==> src/rtl/arb_idx_fifo.sv <==
// Circular FIFO of arbiter winner indices, kept in request order.
// Push/pop are ignored when full/empty; flush clears all bookkeeping synchronously.
module arb_idx_fifo #(
   parameter int unsigned Depth    = 8,
   parameter int unsigned Width    = 2,
   localparam int unsigned PtrWidth = (Depth > 1) ? $clog2(Depth) : 1,
   localparam int unsigned CntWidth = $clog2(Depth + 1)
) (
   input  logic                clk_i,
   input  logic                rst_i,
   input  logic                flush_i,
   input  logic                push_i,
   input  logic [Width-1:0]    data_i,
   input  logic                pop_i,
   output logic [Width-1:0]    data_o,
   output logic                full_o,
   output logic                empty_o,
   output logic [CntWidth-1:0] count_o
);

   logic [Width-1:0]    r_mem [Depth];
   logic [PtrWidth-1:0] r_wr_ptr;
   logic [PtrWidth-1:0] r_rd_ptr;
   logic [CntWidth-1:0] r_count;
   logic                w_push;
   logic                w_pop;

   // Explicit wrap so non-power-of-two depths work.
   function automatic logic [PtrWidth-1:0] f_next(input logic [PtrWidth-1:0] p);
      return (p == PtrWidth'(Depth - 1)) ? '0 : p + PtrWidth'(1);
   endfunction

   assign full_o  = (r_count == CntWidth'(Depth));
   assign empty_o = (r_count == '0);
   assign count_o = r_count;
   assign data_o  = r_mem[r_rd_ptr];
   assign w_push  = push_i & ~full_o & ~flush_i;
   assign w_pop   = pop_i & ~empty_o & ~flush_i;

   always_ff @(posedge clk_i or posedge rst_i) begin
      if (rst_i) begin
         r_wr_ptr <= '0;
         r_rd_ptr <= '0;
         r_count  <= '0;
         for (int i = 0; i < Depth; i++) begin
            r_mem[i] <= '0;
         end
      end else if (flush_i) begin
         r_wr_ptr <= '0;
         r_rd_ptr <= '0;
         r_count  <= '0;
      end else begin
         if (w_push) begin
            r_mem[r_wr_ptr] <= data_i;
            r_wr_ptr        <= f_next(r_wr_ptr);
         end
         if (w_pop) begin
            r_rd_ptr <= f_next(r_rd_ptr);
         end
         if (w_push && !w_pop) begin
            r_count <= r_count + CntWidth'(1);
         end else if (w_pop && !w_push) begin
            r_count <= r_count - CntWidth'(1);
         end
      end
   end

endmodule

==> src/rtl/arb_resp_router.sv <==
// Routes in-order single-beat responses back to the arbiter input that issued
// the oldest outstanding request, and bounds the number of outstanding requests.
module arb_resp_router #(
   parameter int unsigned NumIn     = 4,
   parameter int unsigned DataWidth = 32,
   parameter int unsigned MaxTxns   = 8,
   localparam int unsigned IdxWidth = (NumIn > 1) ? $clog2(NumIn) : 1,
   localparam int unsigned CntWidth = $clog2(MaxTxns + 1)
) (
   input  logic                 clk_i,
   input  logic                 rst_i,
   input  logic                 flush_i,
   input  logic                 arb_req_i,
   input  logic [IdxWidth-1:0]  arb_idx_i,
   output logic                 arb_gnt_o,
   output logic                 slv_req_o,
   input  logic                 slv_gnt_i,
   input  logic                 rsp_valid_i,
   output logic                 rsp_ready_o,
   input  logic [DataWidth-1:0] rsp_data_i,
   output logic [NumIn-1:0]     rsp_valid_o,
   input  logic [NumIn-1:0]     rsp_ready_i,
   output logic [DataWidth-1:0] rsp_data_o,
   output logic [CntWidth-1:0]  outstanding_o,
   output logic                 full_o,
   output logic                 empty_o
);

   logic                w_full;
   logic                w_empty;
   logic                w_push;
   logic                w_pop;
   logic                w_rsp_en;
   logic [IdxWidth-1:0] w_head;
   logic [NumIn-1:0]    w_head_oh;

   arb_idx_fifo #(
      .Depth (MaxTxns),
      .Width (IdxWidth)
   ) u_fifo (
      .clk_i   (clk_i),
      .rst_i   (rst_i),
      .flush_i (flush_i),
      .push_i  (w_push),
      .data_i  (arb_idx_i),
      .pop_i   (w_pop),
      .data_o  (w_head),
      .full_o  (w_full),
      .empty_o (w_empty),
      .count_o (outstanding_o)
   );

   // Grant depends only on occupancy, never on the response side.
   assign arb_gnt_o = slv_gnt_i & ~w_full & ~flush_i;
   assign slv_req_o = arb_req_i & ~w_full & ~flush_i;
   assign w_push    = arb_req_i & arb_gnt_o;
   assign w_rsp_en  = ~w_empty & ~flush_i;
   assign w_pop     = rsp_valid_i & rsp_ready_o;

   always_comb begin
      w_head_oh = '0;
      for (int i = 0; i < NumIn; i++) begin
         w_head_oh[i] = (w_head == IdxWidth'(i));
      end
   end

   assign rsp_valid_o = (rsp_valid_i & w_rsp_en) ? w_head_oh : '0;
   assign rsp_ready_o = (|(rsp_ready_i & w_head_oh)) & w_rsp_en;
   assign rsp_data_o  = rsp_data_i;
   assign full_o      = w_full;
   assign empty_o     = w_empty;

`ifndef SYNTHESIS
   a_no_stray_rsp : assert property (@(posedge clk_i) disable iff (rst_i)
      !(rsp_valid_i && w_empty));
   a_onehot_valid : assert property (@(posedge clk_i) disable iff (rst_i)
      $onehot0(rsp_valid_o));
   a_cnt_bound : assert property (@(posedge clk_i) disable iff (rst_i)
      32'(outstanding_o) <= MaxTxns);
   a_idx_range : assert property (@(posedge clk_i) disable iff (rst_i)
      w_push |-> (32'(arb_idx_i) < NumIn));
`endif

endmodule

==> config.mk <==
export PLATFORM = sky130hd
export DESIGN_NAME = arb_resp_router
export DESIGN_NICKNAME = d
export VERILOG_FILES = /design/src/rtl/arb_idx_fifo.sv /design/src/rtl/arb_resp_router.sv
export SDC_FILE = /design/constraint.sdc
export NUM_CORES = 1
export LEC_CHECK = 0
export BUFFER_PORTS_ARGS = -buffer_cell sky130_fd_sc_hd__clkbuf_2
export CAP_MARGIN = 20
export CORE_ASPECT_RATIO = 1.2
export CORE_MARGIN = 1.5
export CORE_UTILIZATION = 40
export CTS_BUF_LIST = sky130_fd_sc_hd__clkbuf_2
export CTS_CLUSTER_SIZE = 10
export DETAILED_ROUTE_END_ITERATION = 6
export PLACE_DENSITY_LB_ADDON = 0.08
export SLEW_MARGIN = 20
export SYNTH_ARGS = -nofsm -noshare
export SYNTH_HDL_FRONTEND = slang
export SYNTH_SLANG_ARGS = --single-unit
==> constraint.sdc <==
create_clock -name clk_i -period 4.85 [get_ports clk_i]
set_clock_uncertainty 0.15 [all_clocks]
set_input_delay 0.97 -clock clk_i [delete_from_list [all_inputs] [get_ports clk_i]]
set_output_delay 0.97 -clock clk_i [all_outputs]
set_load 0.01 [all_outputs]
Yosys cells after proc, flatten, opt, wreduce, memory -nomap -nowiden. Cells that the tools add are included.

Logic and storage cells: 71. Input bits: 44. Output and inout port bits: 45. Bits in registers: 26.

Add/subtract/negate cells: 4. Mux-type cells: 16. Bitwise operators: 19. Reductions and logical operators: 12. Magnitude comparators: 3. Eq/ne operators: 6.

Operators with widths (number): $mux W3 (6); $bwmux W16 (1); $mux W4 (4); $and A1 B1 Y1 (13); $ge A4 B4 Y1 const B (2); $not A3 Y4 (2); $add A3 B1 Y3 const B (2); $bmux W2 S3 (1); $demux W2 S3 (1); $eq A3 B3 Y1 const B (2); $mux W2 (3); $add A4 B1 Y4 const B (1); $and A4 B4 Y4 (1); $eq A2 B2 Y1 const B (2); $eq A4 B4 Y1 const B (1); $logic_not A4 Y1 (1); $lt A4 B1 Y1 const B (1); $reduce_bool A2 Y1 (2); $reduce_or A4 Y1 (1); $sub A4 B1 Y4 const B (1); $logic_and A1 B1 Y1 (3); $not A1 Y1 (3); $reduce_bool A3 Y1 (1); $eq A2 B1 Y1 const B (1); 3 further kinds (4).

Depth between registers and ports, before layout.
Depth in word-level cells: 15. Depth in mapped cells: 12. Mapped depth without buffers: 11.

By module. Synthesis repeated with hierarchy kept, for this count alone.

Cells, all modules: 168. Area, all modules: 1851.8 µm².

By module, submodules not included: arb_idx_fifo (sequential area each 650.6 µm², cells each 124, area each 1510.2 µm², times used 1); arb_resp_router (sequential area each 0.0 µm², cells each 44, area each 341.6 µm², times used 1).

Worst setup path after synthesis. No wires, ideal clock.

Kind: register -> register. From: reg u_fifo.r_rd_ptr[0]. To: reg u_fifo.r_count[3], in the netlist u_fifo.count_o[3]. Data arrival time: 3150 ps. Buffers on the path: 1. Period minus slack after synthesis: 3386 ps. Library setup time: 87 ps. Path slack: 1464 ps. Cell stages (with the launch flop): 13. Required time: 4613 ps. Cells stage by stage: dfrtp_1 buf_6 mux2_4 mux4_2 mux4_2 nand2_2 nand2_1 ha_1 a21o_1 a21oi_1 nand2_1 mux2_1 o211ai_1.

Word-level cells in the longest chain between the ends: 15. Elaborated cells on any way between the ends: 20. Those cells by class: eq/ne (3); mux (5); bitwise (6); reduce/logical (6).

Ends and longest elaborated chain: start, declared (line arb_idx_fifo.sv:23) `logic [PtrWidth-1:0] r_rd_ptr;`; start signal, assigned (line arb_idx_fifo.sv:58) `r_rd_ptr <= f_next(r_rd_ptr);`; $not A3 Y4 (implied by the code) * (line arb_idx_fifo.sv:36) `assign data_o = r_mem[r_rd_ptr];`; $bmux W2 S3 * (line arb_idx_fifo.sv:36); $mux W2 (implied by the code) * (2 in series) (line arb_idx_fifo.sv:36); $eq A2 B1 Y1, or another cell as far along (line arb_resp_router.sv:63) `w_head_oh[i] = (w_head == IdxWidth'(i));`; $and A4 B4 Y4 * (line arb_resp_router.sv:68) `assign rsp_ready_o = (|(rsp_ready_i & w_head_oh)) & w_rsp_en;`; $reduce_or A4 Y1 * (line arb_resp_router.sv:68); $and A1 B1 Y1 * (line arb_resp_router.sv:68); $and A1 B1 Y1 * (line arb_resp_router.sv:58) `assign w_pop = rsp_valid_i & rsp_ready_o;`; $and A1 B1 Y1 * (2 in series) (line arb_idx_fifo.sv:38) `assign w_pop = pop_i & ~empty_o & ~flush_i;`; $logic_not A1 Y1 (line arb_idx_fifo.sv:60) `if (w_push && !w_pop) begin`; $logic_and A1 B1 Y1 (line arb_idx_fifo.sv:60); $mux W4 (line arb_idx_fifo.sv:60); $mux W4 (line arb_idx_fifo.sv:48) `end else if (flush_i) begin`; end signal, assigned (line arb_idx_fifo.sv:61) `r_count <= r_count + CntWidth'(1);`; end signal, assigned (line arb_idx_fifo.sv:63) `r_count <= r_count - CntWidth'(1);`; end, declared (line arb_idx_fifo.sv:24) `logic [CntWidth-1:0] r_count;`.

Mark *: on every way between the ends. The rest lies on a longest branch, timed or not. The select of a mux whose other input is x is not followed. A chain may end at the register's enable or synchronous reset.

Worst setup path after layout.
From: reg u_fifo.r_rd_ptr[0]. To: out rsp_ready_o.

Word-level cells in the longest chain between the ends: 8. Elaborated cells on any way between the ends: 11. Those cells by class: eq/ne (3); mux (3); bitwise (3); reduce/logical (2).

Ends and longest elaborated chain: $not A3 Y4 (implied by the code) * (line arb_idx_fifo.sv:36); $bmux W2 S3 * (line arb_idx_fifo.sv:36); $mux W2 (implied by the code) * (2 in series) (line arb_idx_fifo.sv:36); $eq A2 B1 Y1, or another cell as far along (line arb_resp_router.sv:63); $and A4 B4 Y4 * (line arb_resp_router.sv:68); $reduce_or A4 Y1 * (line arb_resp_router.sv:68); $and A1 B1 Y1 * (line arb_resp_router.sv:68); end, declared (line arb_resp_router.sv:19) `output logic rsp_ready_o,`.

Marks and branches as above.

==> qor.yml <==
avgViaCountPerCell: 5.49
finalSetupViolations: 0
hp-start: "u_fifo.r_mem[5]"
cap_viol_max_count: 0
arrival_ps: 2690
hold_viol: 0
drcViolationCount: 0
root_buffer: "clkbuf_2"
ant_nets: 0
worstHoldPathCells: 1
fmax_mhz: 262
synth_nets: 226
p_leak_uw: 0.000889
max_slew.worst_pin.slew_ps: 589
async_flop_share_pct: 100
min_to: "u_fifo.r_mem[5]"
clk_latency_ps: 350
cp_num_buf_inv: 1
ys.flop_type: "dfrtp_1"
fp-row-count: 26
place_hpwl_um: 2760
grt_antenna_before_repair: 0
post-route-util_pct: 40.8
clkSinkCount: 26
reg2reg_to: "u_fifo.count_o[3]"
vias: 1219
cp_top_family: "multiplexers"
setup_tns_ps: 0
area_growth_pct: -3.18
ys_warn_count: 0
cts_setup_buffers: 0
numCtsBuffers: 3
multiInputGateArea_um2: 856
ctsHoldBuffers: 0
drt_wl_total_um: 3580
initial_core_util_pct: 42.2
slew_violations: 0
worstPathMaxFanout: 9
worstPathCellList: "mux2_1, mux4_2, mux4_2, nor3_1, clkbuf_2"
grtUsageTotal_pct: 15.1
crit_top_cell: "mux4_2"
fin_nets: 218
crit_slowest_cell: "dfrtp_1"
final-seq-area_um2: 651
rrSetupSlack_ps: 1080
cts_tree: "built"
gp_congestion: 0.749
dieArea_um2: 4940
drive_above_1_share_pct: 34.3
grt_pass1_wl_um: 5760
status: "complete, no violations"
crit_path_end_kind: "primary output"
dp.cells: 218
firstDrtPassIters: 4
cpPeakStageDelay_ps: 660
drt_iter0_drc: 37
htreeDepth: 1
cts_buffer_depth: 2
r2r_start: "u_fifo.r_rd_ptr[0]"
chipHeight_um: 76.7
period_minus_slack_ps: 3810
rsz0062_at_grt: "false"
portBuffers: 24
seq_area_frac_synth_pct: 35.9
syn_area_um2: 1810
die_w_um: 64.4
hp-class: "flip-flop to flip-flop"
power.density_nw_per_um2: 323
relSlewSlack_pct: 60.4
fill_cells: 448
ys_ff_latch: 26
clk_pin_slew_worst_paths_ps: 260
fin_area_um2: 1750
syn_inst: 175
core_um2: 4290
grt_overflow: 0
max-vdd-ir-drop_mv: 0.121
syn_area_per_cell_um2: 10.3
antenna_cells: 0
stdcell_count: 222
dpl-instance-area_um2: 1730
reg2reg_depth: 11
io_pins: 89
path_class: "flip-flop to primary output"
grt_pass1_vias: 1167
whs_ps: 384
grt_max_degree: 27
required_ps: 3730
yosysUniqueCellTypes: 38
synth_edf_count: 0
cts_resized: 0
drt-wirelength-per-cell_um: 16.1
timing.final.crit_share_pct: 78.6
crit_path_start_kind: "flip-flop"
-- cells in the final DEF, fill, tap and decap left out, types with 5 or more instances in the layout --
| cell type | instances |
|---|---|
| ha_1 | 6 |
| nand2_1 | 12 |
| mux2_2 | 17 |
| and3_1 | 7 |
| nand3_1 | 6 |
| nor3_1 | 5 |
| inv_1 | 9 |
| nor2_1 | 7 |
| clkbuf_2 | 27 |
| dfrtp_1 | 26 |
-- worst register-to-register path, cell delays in order, from the launching register on --
cell,delay [ps]
dfrtp_1,660
mux2_1,370
mux4_2,520
mux4_2,530
nand2_2,170
nand2_1,120
ha_1,290
a21o_1,170
a21oi_1,170
nand2_1,90
mux2_1,290
o211ai_1,180
-- logic make-up (layout without fill, tap and decap cells) --
| logic type | after synthesis | after routing | synth area share [%] |
|---|---|---|---|
| adders and majority gates | 7 | 7 | 5.25 |
| DFF | 26 | 26 | 35.9 |
| xor gates and xnor gates | 1 | 1 | 0.484 |
| buffers and inverters | 47 | 38 | 16.8 |
| AOI/OAI and AO/OA | 16 | 16 | 5.94 |
| and+or+nand+nor | 51 | 51 | 14.9 |
| muxes | 27 | 27 | 20.7 |
-- routing by layer --
| layer | part of all wire [%] | global-route usage, % |
|---|---|---|
| met3 | 6.1 | 5.13 |
| met1 | 39 | 16.7 |
| met5 | 0 | 0 |
| met2 | 53 | 26.9 |
| met4 | 1.2 | 4.47 |
-- sequential cells by signal, summed over array words and instances, names as in the netlist --
name and count:
u_fifo.r_rd_ptr 3, u_fifo.r_wr_ptr 3, u_fifo.count_o 4, u_fifo.r_mem 16
-- synthesized netlist by cell type, drive strengths merged, types with 4 or more instances --
library cell | instances | share of area, %
mux2 | 22 | 14
mux4 | 5 | 6.4
ha | 6 | 4.1
nor3 | 6 | 1.9
and3 | 7 | 2.4
nor2 | 7 | 1.5
dfrtp | 26 | 36
o21ai | 4 | 1.1
inv | 10 | 2.1
clkbuf | 4 | 0.83
nand3 | 6 | 1.7
nand2 | 13 | 2.8
buf | 33 | 14
a21oi | 5 | 1.6
-- where the power goes --
part / leakage, uW / switching, uW / internal (uW)
clock network: 0.0000140 / 66.2 / 17.9
logic: 0.000521 / 108 / 102
registers: 0.000354 / 33.2 / 240
total: 0.000889 / 207 / 360
-- how the worst max path moves through the flow --
stage	startpoint	to	depth (start not counted)
global placement	u_fifo.r_rd_ptr[0]	u_fifo.count_o[3]	11
finish	u_fifo.r_rd_ptr[0]	rsp_ready_o	5
floorplan	u_fifo.r_rd_ptr[0]	u_fifo.count_o[3]	12
global route	u_fifo.r_rd_ptr[0]	u_fifo.count_o[3]	11
detailed placement	u_fifo.r_rd_ptr[0]	u_fifo.count_o[3]	11
CTS	u_fifo.r_rd_ptr[0]	rsp_ready_o	5
-- area by class of cell --
type	count	share of cell area, %
repair buffers	24	6.85
clock buffers	3	0.857
well taps	56	4.00
flip-flops and latches	26	37.1
clock inverters	1	0.214
multi-input cells	102	48.8
inverters	10	2.14
-- per-stage QoR --
stage | power, uW | setup WS (ps)
floorplan | 456 | 1460
global placement | 485 | 1260
detailed placement | 490 | 1130
CTS | 577 | 987
global route | 612 | 853
finish | 567 | 1040
Power figures use the tool's default switching activity.
